`src/rtl/div_pkg.sv`:
```
// Shared definitions for the sequential restoring divider.
// Optional build macro: SIGNED_DIV_EN (two's complement operands, adds a FIXUP state).
package div_pkg;

  // FSM encoding; FIXUP is only reachable when SIGNED_DIV_EN is defined.
  localparam logic [1:0] IDLE  = 2'd0;
  localparam logic [1:0] RUN   = 2'd1;
  localparam logic [1:0] FIXUP = 2'd2;
  localparam logic [1:0] DONE  = 2'd3;

  // Wide all-ones pattern; users slice it down to their operand width.
  localparam logic [63:0] DIV_ALL_ONES = '1;

  // Step counter width: it must be able to hold the value w.
  function automatic int unsigned cnt_width(input int unsigned w);
    return $clog2(w + 1);
  endfunction

endpackage

```
`src/rtl/nbit_addsub.sv`:
```
// Ripple-carry adder/subtractor: s = a + b (sub=0) or a - b (sub=1).
module nbit_addsub #(
  parameter int WIDTH = 5
) (
  input  logic [WIDTH-1:0] a,
  input  logic [WIDTH-1:0] b,
  input  logic             sub,
  output logic [WIDTH-1:0] s,
  output logic             cout
);

  logic [WIDTH:0] c;
  logic           bx;

  // Bit-serial carry chain; b is inverted and the carry-in set for subtraction.
  always_comb begin
    c    = '0;
    s    = '0;
    bx   = 1'b0;
    c[0] = sub;
    for (int i = 0; i < WIDTH; i++) begin
      bx       = b[i] ^ sub;
      s[i]     = a[i] ^ bx ^ c[i];
      c[i+1]   = (a[i] & bx) | (c[i] & (a[i] ^ bx));
    end
  end

  assign cout = c[WIDTH];

endmodule

```
`src/rtl/seq_restoring_divider.sv`:
```
// Multi-cycle restoring divider with start/busy/done handshake.
// One shift-and-trial-subtract step per cycle through a shared add/sub unit.
// Optional build macro: SIGNED_DIV_EN (signed operands, one extra FIXUP cycle).
module seq_restoring_divider
  import div_pkg::*;
#(
  parameter int WIDTH = 4
) (
  input  logic             clk,
  input  logic             rst_n,
  input  logic             start,
  input  logic [WIDTH-1:0] dividend,
  input  logic [WIDTH-1:0] divisor,
  output logic             busy,
  output logic             done,
  output logic [WIDTH-1:0] quotient,
  output logic [WIDTH-1:0] remainder,
  output logic             div_by_zero
);

  localparam int unsigned CW = cnt_width(WIDTH);

  logic [1:0]       state_q, state_d;
  logic [CW-1:0]    count_q, count_d;
  logic [WIDTH-1:0] r_q, r_d;
  logic [WIDTH-1:0] q_q, q_d;
  logic [WIDTH-1:0] d_q, d_d;
  logic [WIDTH-1:0] quot_q, quot_d;
  logic [WIDTH-1:0] rem_q, rem_d;
  logic             dbz_q, dbz_d;
`ifdef SIGNED_DIV_EN
  logic             neg_q_q, neg_q_d;
  logic             neg_r_q, neg_r_d;
`endif

  logic [WIDTH-1:0] rs;
  logic [WIDTH:0]   as_a, as_b, sum;
  logic             cout;
  logic             trial_ok;
  logic [WIDTH-1:0] r_step, q_step;

`ifdef SIGNED_DIV_EN
  function automatic logic [WIDTH-1:0] abs_val(input logic [WIDTH-1:0] v);
    return v[WIDTH-1] ? (~v + WIDTH'(1)) : v;
  endfunction
`endif

  nbit_addsub #(
    .WIDTH(WIDTH + 1)
  ) u_addsub (
    .a   (as_a),
    .b   (as_b),
    .sub (1'b1),
    .s   (sum),
    .cout(cout)
  );

  // Add/sub operand select and the single restoring step.
  always_comb begin
    rs   = {r_q[WIDTH-2:0], q_q[WIDTH-1]};
    as_a = {1'b0, rs};
    as_b = {1'b0, d_q};
`ifdef SIGNED_DIV_EN
    // FIXUP reuses the unit as a negator: 0 - quotient.
    if (state_q == FIXUP) begin
      as_a = '0;
      as_b = {1'b0, q_q};
    end
`endif
    // Borrow shows up as MSB set and carry clear; require both for a good trial.
    trial_ok = cout & ~sum[WIDTH];
    r_step   = trial_ok ? sum[WIDTH-1:0] : rs;
    q_step   = {q_q[WIDTH-2:0], trial_ok};
  end

  // Next-state logic for FSM, datapath registers and result registers.
  always_comb begin
    state_d = state_q;
    count_d = count_q;
    r_d     = r_q;
    q_d     = q_q;
    d_d     = d_q;
    quot_d  = quot_q;
    rem_d   = rem_q;
    dbz_d   = dbz_q;
`ifdef SIGNED_DIV_EN
    neg_q_d = neg_q_q;
    neg_r_d = neg_r_q;
`endif
    case (state_q)
      IDLE, DONE: begin
        if (start) begin
          count_d = '0;
          r_d     = '0;
          dbz_d   = 1'b0;
`ifdef SIGNED_DIV_EN
          q_d     = abs_val(dividend);
          d_d     = abs_val(divisor);
          neg_q_d = dividend[WIDTH-1] ^ divisor[WIDTH-1];
          neg_r_d = dividend[WIDTH-1];
`else
          q_d     = dividend;
          d_d     = divisor;
`endif
          if (divisor == '0) begin
            state_d = DONE;
            quot_d  = DIV_ALL_ONES[WIDTH-1:0];
            rem_d   = dividend;
            dbz_d   = 1'b1;
          end else begin
            state_d = RUN;
          end
        end else begin
          state_d = IDLE;
        end
      end
      RUN: begin
        r_d     = r_step;
        q_d     = q_step;
        count_d = count_q + CW'(1);
        if (count_q == CW'(WIDTH - 1)) begin
`ifdef SIGNED_DIV_EN
          state_d = FIXUP;
`else
          state_d = DONE;
          quot_d  = q_step;
          rem_d   = r_step;
`endif
        end
      end
`ifdef SIGNED_DIV_EN
      FIXUP: begin
        state_d = DONE;
        quot_d  = neg_q_q ? sum[WIDTH-1:0] : q_q;
        rem_d   = neg_r_q ? (~r_q + WIDTH'(1)) : r_q;
      end
`endif
      default: state_d = IDLE;
    endcase
  end

  // State registers; asynchronous reset aborts any operation in flight.
  always_ff @(posedge clk or negedge rst_n) begin
    if (!rst_n) begin
      state_q <= IDLE;
      count_q <= '0;
      r_q     <= '0;
      q_q     <= '0;
      d_q     <= '0;
      quot_q  <= '0;
      rem_q   <= '0;
      dbz_q   <= 1'b0;
`ifdef SIGNED_DIV_EN
      neg_q_q <= 1'b0;
      neg_r_q <= 1'b0;
`endif
    end else begin
      state_q <= state_d;
      count_q <= count_d;
      r_q     <= r_d;
      q_q     <= q_d;
      d_q     <= d_d;
      quot_q  <= quot_d;
      rem_q   <= rem_d;
      dbz_q   <= dbz_d;
`ifdef SIGNED_DIV_EN
      neg_q_q <= neg_q_d;
      neg_r_q <= neg_r_d;
`endif
    end
  end

  assign busy        = (state_q == RUN) || (state_q == FIXUP);
  assign done        = (state_q == DONE);
  assign quotient    = quot_q;
  assign remainder   = rem_q;
  assign div_by_zero = dbz_q;

endmodule

```
`config.mk`:
```
export PLATFORM = sky130hd
export DESIGN_NAME = seq_restoring_divider
export DESIGN_NICKNAME = d
export VERILOG_FILES = /design/src/rtl/div_pkg.sv /design/src/rtl/nbit_addsub.sv /design/src/rtl/seq_restoring_divider.sv
export SDC_FILE = /design/constraint.sdc
export NUM_CORES = 1
export LEC_CHECK = 0
export ABC_AREA = 1
export CAP_MARGIN = 20
export CORE_MARGIN = 4
export CORE_UTILIZATION = 56
export DETAILED_ROUTE_END_ITERATION = 8
export PLACE_DENSITY_LB_ADDON = 0.1
export SKIP_CTS_REPAIR_TIMING = 1
export SYNTH_ARGS = -nofsm -noshare
export SYNTH_HDL_FRONTEND = slang
export SYNTH_SLANG_ARGS = --single-unit
```
`constraint.sdc`:
```
create_clock -name clk -period 3.5 [get_ports clk]
set_clock_uncertainty 0.1 [all_clocks]
set_input_delay 0.7 -clock clk [delete_from_list [all_inputs] [get_ports clk]]
set_output_delay 0.7 -clock clk [all_outputs]
set_load 0.01 [all_outputs]
```
# After elaboration in Yosys (flattened, before gate mapping)
# Index checks and enable logic that the tools add are counted.
# op_classes
n_reduce_logical	8
n_eq_ne	7
mux	20
n_bitwise	23
addsub	1
# op_table
cell	count
$mux 4	8
$pmux 4 s2	3
$pmux 3 s2	2
$and 1x1->1	7
$xor 1x1->1	7
$mux 2	3
$mux 3	2
$ne 2x2->1 const B	3
$not 1->1	5
$eq 2x2->1 const B	2
$logic_not 4->1	1
$or 1x1->1	4
$pmux 2 s2	1
$reduce_and 2->1	2
$reduce_and 4->1	1
$add 3x1->3 const B	1
$eq 3x2->1 const B	1
$eq 2x1->1 const B	1
$logic_not 2->1	1
$reduce_bool 2->1	1
$reduce_or 2->1	1
$logic_or 1x1->1	1
$mux 1	1
# totals
out_inout_bits	11
reg_bits	25
word_cells	67

# Logic depth before layout (Yosys ltp)
# Gate-level depths: netlist of the first run.
# logic_depth
depth_word	12
ltp_mapped	12
mapped_depth_nobuf	12

# Modules after synthesis
# Synthesis of the first run repeated with hierarchy kept, for this count alone.
# hier_totals
cells_unflattened	187
area_unflattened_um2	1527.7
# by_module_without_submodules
module	area_each_um2	cells_per_inst	seq_area_each_um2	n_inst
seq_restoring_divider	1331.3	152	625.6	1
nbit_addsub	196.4	35	0.0	1

# Worst setup path after synthesis of the first run
# No wires, ideal clock.
# synth_path
path_type	reg-to-reg
from	register q_q[3]
to	register rem_q[2] (netlist: remainder[2])
required_ns	3.335
path_stages_with_launch	13
setup_slack_ns	1.317
t_arrival_ns	2.017
period_less_slack_ns	2.183
path_cell_list	dfrtp_1 inv_1 ha_1 fa_1 inv_1 fa_1 inv_1 fa_1 inv_1 nand3_1 nand3_1 nand3_1 nand2_1
# synth_between
elab_chain_cells	11
elab_cells_between_ends	13
classes_between	mux: 3; bitwise: 10
# synth_rtl
item	line	text
from (decl)	seq_restoring_divider.sv:26	logic [WIDTH-1:0] q_q, q_d;
from (signal assigned)	seq_restoring_divider.sv:161	q_q <= q_d;
$and 1x1->1 / $xor 1x1->1 (equally long branches)	nbit_addsub.sv:24	c[i+1] = (a[i] & bx) | (c[i] & (a[i] ^ bx));
$or 1x1->1 (*)	nbit_addsub.sv:24	
$and 1x1->1 (*)	nbit_addsub.sv:24	
$or 1x1->1 (*)	nbit_addsub.sv:24	
$and 1x1->1	nbit_addsub.sv:24	
$or 1x1->1	nbit_addsub.sv:24	
$and 1x1->1	nbit_addsub.sv:24	
$or 1x1->1	nbit_addsub.sv:24	
$mux 4 (*)	seq_restoring_divider.sv:72	r_step = trial_ok ? sum[WIDTH-1:0] : rs;
$mux 4 (*)	seq_restoring_divider.sv:121	if (count_q == CW'(WIDTH - 1)) begin
$pmux 4 s2 (*)	seq_restoring_divider.sv:90	case (state_q)
to (signal assigned)	seq_restoring_divider.sv:164	rem_q <= rem_d;
to (decl)	seq_restoring_divider.sv:29	logic [WIDTH-1:0] rem_q, rem_d;
# Every way passes the cells marked *; elsewhere a longest branch is shown, timed or not. The select of a mux whose other input is x is not followed.
# A chain may end at the register's enable or synchronous reset.

# Worst setup path in the final report of the first run
# layout_path
from	register state_q[0]
to	output busy
# layout_between
elab_chain_cells	2
elab_cells_between_ends	3
classes_between	eq/ne: 2; reduce/logical: 1
# layout_rtl
item	line	text
from (decl)	seq_restoring_divider.sv:23	logic [1:0] state_q, state_d;
from (signal assigned)	seq_restoring_divider.sv:158	state_q <= state_d;
$eq 2x1->1 / $eq 2x2->1 (equally long branches)	seq_restoring_divider.sv:173	assign busy = (state_q == RUN) || (state_q == FIXUP);
$logic_or 1x1->1 (*)	seq_restoring_divider.sv:173	
to (decl)	seq_restoring_divider.sv:14	output logic busy,
# Every way passes the cells marked *; elsewhere a longest branch is shown, timed or not.

==> impl_metrics.py, run 1 <==
metrics = {
    "status": {
        "status": "finished clean",
    },
    "global_route": {
        "grt_use_met1_pct": 25.3,
        "gr-usage-met2_pct": 31.5,
        "grt.total_usage_pct": 19.4,
        "grt_pass1_vias": 1093,
        "antenna_found_initial": 0,
        "grt_pass1_wl_um": 4880,
        "overflow": 0,
        "globalRouteMet3Util_pct": 4.37,
        "busiest_layer": "met2",
        "grt_max_degree": 26,
    },
    "clocking": {
        "ctsRootBufferMaster": "clkbuf_4",
        "cts_buffers": 3,
        "cts_tree": "yes",
        "clk_pin_slew_worst_paths_ns": 0.13,
        "cts.sinks": 25,
        "cts_buffer_depth": 2,
        "clock_latency_ns": 0.33,
        "cts_max_level": 1,
    },
    "floorplan": {
        "dieArea_sq_um": 3230,
        "floorplan.rows": 17,
        "die_w_um": 56.9,
        "coreArea_sq_um": 2230,
        "ios": 22,
        "die_y_um": 56.9,
        "start_util_pct": 59.8,
    },
    "synthesis": {
        "synth_top_area_share_pct": 46.8,
        "yosysMostFrequentCell": "nand2_1",
        "synth_cells": 159,
        "synth_top_area_cell": "dfrtp_1",
        "synthTopCellsByCount": "nand2_1 (45), nand3_1 (27), dfrtp_1 (25)",
        "ys_warn_count": 0,
        "yosysUniqueCellTypes": 17,
        "synthFlopType": "dfrtp_1",
        "syn_nets": 179,
        "synth.area.top_cells": "dfrtp_1 (47%), nand2_1 (13%), nand3_1 (10%)",
        "syn_area_sq_um": 1340,
        "synth_edf_count": 0,
        "async_reset_ff_share_pct": 100,
        "yosys_register_bits": 25,
        "avgSynthCellArea_sq_um": 8.40,
        "ys_seq_area_share_pct": 46.8,
    },
    "worst_setup_path": {
        "cp.arrival_ns": 1.81,
        "cp-end-kind": "primary output",
        "timing.rr.start": "q_q[3]",
        "cp-start-kind": "flip-flop",
        "rrSetupSlack_ns": 1.00,
        "worstSetupPathType": "reg2out",
        "r2r_cells": 12,
        "r2r_end": "remainder[0]",
        "crit_path_max_fanout": 4,
        "required_ns": 2.70,
    },
    "detailed_routing": {
        "antenna_left": 0,
        "dr_total_vias": 1096,
        "wl_per_cell_um": 12.9,
        "wl_um": 2710,
        "drc": 0,
        "via_per_inst": 5.22,
        "drt_iter0_drc": 37,
        "drt_pre_antenna_iters": 4,
    },
    "pwr": {
        "p_int_w": 0.000805,
        "power_frac_seq_pct": 33.4,
        "p_per_area_nw_per_um2": 945,
        "p_leak_nw": 0.812,
        "p_switching_w": 0.000696,
        "pwr-share-clk_pct": 9.0,
        "p_comb_share_pct": 57.6,
        "ir_drop_uv": 598,
        "p_sw_share_pct": 46.4,
    },
    "hold_path": {
        "hold_path_end": "quotient[3]",
        "hp-class": "reg2reg",
        "hold_depth": 2,
        "min-delay-start": "quotient[3]",
    },
    "timing": {
        "drv_slew": 0,
        "fmax_ghz": 0.384,
        "hold_viol": 0,
        "grt_setup_unrepaired": "no",
        "setup_viol": 0,
        "worst_slew_pin_slew_ns": 0.746,
        "min_period_ns": 2.61,
        "finalSetupTns_ns": 0,
        "relSlewSlack_pct": 50.3,
        "finalCritPeriodShare_pct": 74.5,
    },
    "placed_design": {
        "dpl_cell_area_sq_um": 1560,
        "dpl.hpwl_um": 2060,
        "io_buffers": 21,
        "place_congestion": 0.993,
    },
    "final_layout": {
        "fin_nets": 203,
        "antenna_cells": 0,
        "drive_gt1_share_pct": 7.69,
        "design_area_sq_um": 1590,
        "area_delta_synth_final_pct": 18.9,
        "final_core_util_pct": 71.1,
    },
    "flow_run": {
        "maxCapViolations": 0,
    },
}
==> worst max path at each step <==
| stage | end | startpoint | cells after the start | slack [ns] |
|---|---|---|---|---|
| 5_1_grt | busy | state_q[1] | 3 | 0.82 |
| 6_report | busy | state_q[0] | 4 | 0.89 |
| 4_1_cts | busy | state_q[1] | 3 | 0.88 |
| 3_5_place_dp | remainder[0] | q_q[3] | 12 | 1.07 |
| 2_1_floorplan | remainder[2] | q_q[3] | 12 | 1.32 |
| 3_3_place_gp | remainder[0] | q_q[3] | 12 | 1.20 |
==> state kept, by name, summed over array words and instances (netlist names) <==
signal,flops
quotient,4
state_q,2
div_by_zero,1
q_q,4
d_q,4
count_q,3
remainder,4
r_q,3
==> stage by stage <==
step / instances / power [W] / hold slack, ns / setup slack [ns]
2_1_floorplan: 159 / 0.00112 / 0.304 / 1.32
3_3_place_gp: 206 / 0.00133 / 0.354 / 1.20
3_5_place_dp: 206 / 0.00137 / 0.360 / 1.07
4_1_cts: 210 / 0.00151 / 0.392 / 0.883
5_1_grt: 210 / 0.00167 / 0.414 / 0.823
6_report: 210 / 0.00150 / 0.385 / 0.894
==> worst max-delay path: stages, from the launching register on <==
cell             delay (ns)
dfrtp_1                0.40
inv_1                  0.07
ha_1                   0.34
inv_2                  0.12
clkdlybuf4s50_1        0.56
==> logic make-up (layout without fill, tap and decap cells) <==
| family | Yosys count | after routing | synth area share [%] |
|---|---|---|---|
| AO/OA/AOI/OAI | 16 | 16 | 6.83 |
| adder cells (fa/ha/maj) | 9 | 9 | 10.1 |
| buffers and inverters | 25 | 48 | 8.43 |
| flip-flops | 25 | 25 | 46.8 |
| AND/OR/NAND/NOR | 84 | 84 | 27.8 |
==> cells in the final DEF, fill, tap and decap left out <==
| cell | count |
|---|---|
| nand2_1 | 45 |
| nand3_1 | 27 |
| dfrtp_1 | 25 |
| clkdlybuf4s50_1 | 21 |
| inv_1 | 19 |
| nor2_1 | 7 |
| o21ai_0 | 6 |
| ha_1 | 6 |
| a31oi_1 | 4 |
| inv_2 | 3 |
| nand2_2 | 3 |
| o21ai_1 | 3 |
| fa_1 | 3 |
| clkbuf_4 | 3 |
| nand2_4 | 2 |
| o22ai_1 | 2 |
| o21ai_2 | 1 |
| clkinvlp_4 | 1 |
| buf_4 | 1 |
==> power by group through the flow <==
stage / Combinational [W] / Sequential, W / Clock [W]
after detailed placement: 0.000865 / 0.000510 / 0
after global placement: 0.000831 / 0.000502 / 0
final: 0.000864 / 0.000502 / 0.000135
after CTS: 0.000868 / 0.000503 / 0.000140
after global routing: 0.000989 / 0.000523 / 0.000154
after floorplan: 0.000606 / 0.000517 / 0
==> layout make-up <==
| cell class | instances | area [sq um] |
|---|---|---|
| multi-input cells | 109 | 598 |
| inverters | 22 | 82.6 |
| repair buffers | 22 | 218 |
| flip-flops and latches | 25 | 626 |
| clock buffers | 3 | 22.5 |
| clock inverters | 1 | 7.51 |
| fillers | 184 | 644 |
| well taps | 28 | 35.0 |
==> routing by layer <==
metal,up-vias,routed length (um)
met5,-,0
met4,0,51
met3,7,158
met2,32,1300
met1,500,1190
li1,557,-
Note: power is estimated with default switching activity, not from simulation.
==> inputs of run 2 (changes only) <==
--- a/config.mk
+++ b/config.mk
@@ -8,7 +8,7 @@
 export ABC_AREA = 1
 export CAP_MARGIN = 20
 export CORE_MARGIN = 4
-export CORE_UTILIZATION = 56
+export CORE_UTILIZATION = 52
 export DETAILED_ROUTE_END_ITERATION = 8
 export PLACE_DENSITY_LB_ADDON = 0.1
 export SKIP_CTS_REPAIR_TIMING = 1
==> constraint.sdc (replaced) <==
create_clock -name clk -period 2.5 [get_ports clk]
set_clock_uncertainty 0.1 [all_clocks]
set_input_delay 0.5 -clock clk [delete_from_list [all_inputs] [get_ports clk]]
set_output_delay 0.5 -clock clk [all_outputs]
set_load 0.01 [all_outputs]
==> impl_metrics.py, run 2 (synthesis results as in run 1) <==
metrics = {
    "final_layout": {
        "nFillCells": 218,
        "antenna_cells": 0,
        "fin_nets": 204,
        "finalNonFillerCells": 213,
        "layout_commonest_cell": "nand2_1",
        "area_delta_synth_final_pct": 19.7,
        "layout_common_cells": "nand2_1 (45), nand3_1 (27), dfrtp_1 (25)",
        "drive_gt1_share_pct": 9.29,
    },
    "clocking": {
        "cts_max_level": 1,
        "cts_buffers": 3,
        "ctsRootBufferMaster": "clkbuf_4",
        "cts_buffer_depth": 2,
        "clock_latency_ns": 0.32,
        "cts.sinks": 25,
        "clk_pin_slew_worst_paths_ns": 0.13,
        "cts_tree": "yes",
    },
    "timing": {
        "relSlewSlack_pct": 78.3,
        "min_period_ns": 2.40,
        "setup_viol": 0,
        "finalCritPeriodShare_pct": 96.1,
        "fmax_ghz": 0.416,
        "grt_setup_unrepaired": "no",
        "drv_slew": 0,
        "worst_slew_pin_slew_ns": 0.326,
        "hold_viol": 0,
        "finalSetupTns_ns": 0,
    },
    "detailed_routing": {
        "drt_pre_antenna_iters": 4,
        "drt_iter0_drc": 33,
        "via_per_inst": 5.11,
        "wl_um": 2620,
        "dr_total_vias": 1089,
        "antenna_left": 0,
        "wl_per_cell_um": 12.3,
        "drc": 0,
    },
    "floorplan": {
        "dieArea_sq_um": 3440,
        "ios": 22,
        "floorplan.rows": 18,
        "die_y_um": 58.7,
        "start_util_pct": 54.4,
        "die_w_um": 58.7,
        "coreArea_sq_um": 2450,
    },
    "flow_run": {
        "maxCapViolations": 0,
    },
    "global_route": {
        "grt_max_degree": 26,
        "grt.total_usage_pct": 17.1,
        "overflow": 0,
        "grt_pass1_vias": 1056,
        "grt_pass1_wl_um": 4600,
        "antenna_found_initial": 0,
    },
    "placed_design": {
        "place_congestion": 0.816,
        "io_buffers": 21,
        "dp_cells": 209,
        "dpl.hpwl_um": 2050,
    },
    "worst_setup_path": {
        "max_stage_delay_ns": 0.55,
        "worstSetupPathType": "reg2out",
        "required_ns": 1.90,
        "cp-end-kind": "primary output",
        "timing.rr.start": "q_q[3]",
        "slowest_stage": "clkdlybuf4s50_1",
        "rrSetupSlack_ns": 0.21,
        "cp_num_buf_inv": 3,
        "r2r_cells": 12,
        "worstPathCellList": "inv_1, ha_1, inv_2, clkdlybuf4s50_1",
        "r2r_end": "remainder[3]",
        "crit_path_max_fanout": 4,
        "cp.arrival_ns": 1.80,
        "cp-start-kind": "flip-flop",
        "crit_family": "buffers and inverters",
    },
    "hold_path": {
        "hold_path_end": "quotient[3]",
        "hold_depth": 2,
        "min-delay-start": "quotient[3]",
        "hp-class": "reg2reg",
    },
    "pwr": {
        "p_per_area_nw_per_um2": 1320,
        "p_leak_nw": 0.819,
        "ir_drop_uv": 834,
    },
    "status": {
        "status": "finished clean",
    },
}
-- run 2: cell count changes in the layout (fill, tap and decap cells not counted) --
| cell | previous run | this run |
|---|---|---|
| buf_4 | 1 | 2 |
| fa_1 | 3 | 2 |
| fa_2 | 0 | 1 |
| clkinv_2 | 0 | 1 |
| inv_1 | 19 | 18 |
| clkinvlp_4 | 1 | 0 |
| inv_2 | 3 | 4 |
-- run 2: layout make-up --
cell class | count | area, sq um | share of cell area, %
clock buffers | 3 | 22.5 | 1.41
clock inverters | 1 | 5.00 | 0.313
inverters | 22 | 82.6 | 5.16
multi-input cells | 109 | 601 | 37.6
flip-flops and latches | 25 | 626 | 39.1
well taps | 30 | 37.5 | 2.35
repair buffers | 23 | 225 | 14.1
-- run 2: worst reg2reg max path, stage by stage (launching register included) --
cell and delay, ns:
dfrtp_1 0.37, inv_1 0.05, ha_1 0.21, fa_1 0.37, inv_1 0.08, fa_1 0.16, inv_1 0.05, fa_2 0.51
inv_1 0.04, nand3_1 0.07, nand3_1 0.07, nand3_1 0.08, nand2_1 0.06
-- run 2: worst max-delay path by stage --
| stage | start | to | slack [ns] | depth (start not counted) |
|---|---|---|---|---|
| after floorplan | q_q[3] | remainder[2] | 0.32 | 12 |
| after global placement | q_q[3] | remainder[0] | 0.17 | 12 |
| after detailed placement | q_q[3] | remainder[0] | 0.13 | 12 |
| after CTS | state_q[0] | busy | 0.09 | 4 |
| after global routing | state_q[0] | busy | 0.006 | 4 |
| final | state_q[0] | busy | 0.1 | 4 |
-- run 2: routing by layer --
layer / wire (um) / up-vias / track usage [%]
li1: - / 562 / -
met5: 0 / - / 0
met2: 1310 / 21 / 29.7
met4: 16 / 0 / 3.88
met1: 1180 / 504 / 22.6
met3: 124 / 2 / 2.85
-- run 2: power breakdown --
group,internal [W],leakage (nW),switching (W),total [W]
Sequential,0.000594,0.311,0.000112,0.000705
Combinational,0.000490,0.490,0.000729,0.00122
Clock,0.0000598,0.0177,0.000121,0.000181
Total,0.00114,0.819,0.000962,0.00211
-- run 2: per-stage QoR --
stage	power, W	hold slack (ns)	worst slack [ns]	util (%)	cell area [sq um]
floorplan	0.00157	0.104	0.317	-	1340
global placement	0.00189	0.353	0.171	63.9	1570
detailed placement	0.00194	0.358	0.132	63.9	1570
CTS	0.00212	0.390	0.0894	65.0	1600
global route	0.00232	0.422	0.00617	65.1	1600
finish	0.00211	0.383	0.0984	65.1	1600
==> inputs of run 3 (changes only) <==
--- a/config.mk
+++ b/config.mk
@@ -6,7 +6,9 @@
 export NUM_CORES = 1
 export LEC_CHECK = 0
 export ABC_AREA = 1
+export ABC_CLOCK_PERIOD_IN_PS = 2500
 export CAP_MARGIN = 20
+export CORE_ASPECT_RATIO = 0.6
 export CORE_MARGIN = 4
 export CORE_UTILIZATION = 52
 export DETAILED_ROUTE_END_ITERATION = 8
==> impl_metrics.py, run 3 (synthesis results as in run 1) <==
metrics = {
    "worst_setup_path": {
        "r2r_cells": 12,
        "max_stage_delay_ns": 0.55,
        "crit_cells": 4,
        "cp-endpoint": "busy",
        "cp.arrival_ns": 1.74,
        "r2r_end": "remainder[3]",
        "worstSetupPathType": "reg2out",
        "cp-end-kind": "primary output",
        "rrSetupSlack_ns": 0.18,
        "crit_family": "buffers and inverters",
        "timing.rr.start": "q_q[3]",
        "required_ns": 1.90,
        "crit_path_max_fanout": 4,
        "cp_num_buf_inv": 3,
        "slowest_stage": "clkdlybuf4s50_1",
        "worstSetupStartpoint": "state_q[0]",
        "worstPathCellList": "inv_1, ha_1, inv_2, clkdlybuf4s50_1",
        "cp-start-kind": "flip-flop",
    },
    "timing": {
        "setup_viol": 0,
        "grt_setup_unrepaired": "no",
        "fmax_ghz": 0.428,
        "relSlewSlack_pct": 75.3,
        "worst_slew_pin_slew_ns": 0.371,
        "finalSetupTns_ns": 0,
        "finalCritPeriodShare_pct": 93.5,
        "hold_viol": 0,
        "drv_slew": 0,
        "min_period_ns": 2.34,
        "hold_slack_ns": 0.379,
    },
    "global_route": {
        "overflow": 0,
        "grt_pass1_vias": 1057,
        "grt_pass1_wl_um": 4890,
        "grt_max_degree": 26,
        "grt.total_usage_pct": 19.0,
        "antenna_found_initial": 0,
    },
    "clocking": {
        "cts_buffer_depth": 2,
        "cts_buffers": 3,
        "clock_latency_ns": 0.27,
        "cts_max_level": 1,
        "ctsRootBufferMaster": "clkbuf_8",
        "cts_tree": "yes",
        "clk_pin_slew_worst_paths_ns": 0.08,
        "cts.sinks": 25,
    },
    "pwr": {
        "p_comb_share_pct": 56.8,
        "power_frac_seq_pct": 32.3,
        "p_sw_share_pct": 45.3,
        "p_switching_w": 0.000992,
        "finalPower_w": 0.00219,
        "p_per_area_nw_per_um2": 1360,
        "ir_drop_uv": 569,
        "pwr-share-clk_pct": 10.9,
        "p_leak_nw": 0.824,
        "p_int_w": 0.00120,
    },
    "hold_path": {
        "min-delay-start": "quotient[2]",
        "hp-class": "reg2reg",
    },
    "final_layout": {
        "layout_common_cells": "nand2_1 (45), nand3_1 (27), dfrtp_1 (25)",
        "multi_input_area_sq_um": 601,
        "nFillCells": 174,
        "area_delta_synth_final_pct": 21.0,
        "fin_nets": 204,
        "drive_gt1_share_pct": 8.74,
        "layout_commonest_cell": "nand2_1",
        "regArea_sq_um": 626,
        "antenna_cells": 0,
        "final_core_util_pct": 70.5,
    },
    "floorplan": {
        "die_y_um": 47.3,
        "coreArea_sq_um": 2290,
        "start_util_pct": 58.3,
        "dieArea_sq_um": 3470,
        "die_w_um": 73.4,
        "floorplan.rows": 13,
        "ios": 22,
    },
    "detailed_routing": {
        "dr_total_vias": 1080,
        "antenna_left": 0,
        "wl_um": 2810,
        "drc": 0,
        "wl_per_cell_um": 13.2,
        "via_per_inst": 5.07,
        "drt_iter0_drc": 56,
        "drt_pre_antenna_iters": 4,
    },
    "placed_design": {
        "io_buffers": 21,
        "dpl.hpwl_um": 2140,
        "place_congestion": 0.896,
    },
    "flow_run": {
        "maxCapViolations": 0,
    },
    "status": {
        "status": "finished clean",
    },
}
==> run 3: cell types whose count changed in the layout (fill, tap and decap cells not counted) <==
cell      delta
clkinv_2     -1
clkbuf_1     +1
clkbuf_8     +3
clkbuf_4     -3
==> run 3: area by class of cell <==
| type | instances | share of cell area, % |
|---|---|---|
| Clock buffer | 4 | 2.79 |
| Inverter | 22 | 5.11 |
| Multi-Input combinational cell | 109 | 37.2 |
| Sequential cell | 25 | 38.7 |
| Tap cell | 30 | 2.32 |
| Timing Repair Buffer | 23 | 13.9 |
==> run 3: worst reg2reg max path, stage by stage (launching register included) <==
cell	delay [ns]
dfrtp_1	0.35
inv_1	0.06
ha_1	0.21
fa_1	0.38
inv_1	0.08
fa_1	0.16
inv_1	0.05
fa_2	0.51
inv_1	0.04
nand3_1	0.07
nand3_1	0.07
nand3_1	0.08
nand2_1	0.06
==> run 3: routing by layer <==
layer / global-route usage [%] / wire length (um) / vias to the layer above
li1: - / - / 557
met2: 31.7 / 1290 / 24
met1: 25.1 / 1350 / 495
met4: 3.25 / 18 / 0
met5: 0 / 0 / -
met3: 5.98 / 141 / 4
==> run 3: stage by stage <==
step	instances	setup WS [ns]	instance area, sq um
finish	213	0.163	1620
global placement	209	0.202	1570
CTS	213	0.0656	1610
floorplan	159	0.317	1340
detailed placement	209	0.118	1570
global route	213	0.0587	1620
==> run 3: worst min-delay path by stage <==
stage | cells after the start | slack [ns] | to
2_1_floorplan | 0 | 0.10 | count_q[0]
3_5_place_dp | 2 | 0.36 | quotient[0]
5_1_grt | 2 | 0.41 | quotient[1]
6_report | 2 | 0.38 | quotient[2]
3_3_place_gp | 2 | 0.36 | quotient[3]
4_1_cts | 2 | 0.38 | quotient[0]
==> run 3: power by group through the flow <==
stage / combinational, W / clock, W / sequential (W)
final: 0.00124 / 0.000238 / 0.000709
after global routing: 0.00141 / 0.000267 / 0.000732
after CTS: 0.00124 / 0.000249 / 0.000708
after detailed placement: 0.00122 / 0 / 0.000714
after global placement: 0.00118 / 0 / 0.000708
after floorplan: 0.000848 / 0 / 0.000723
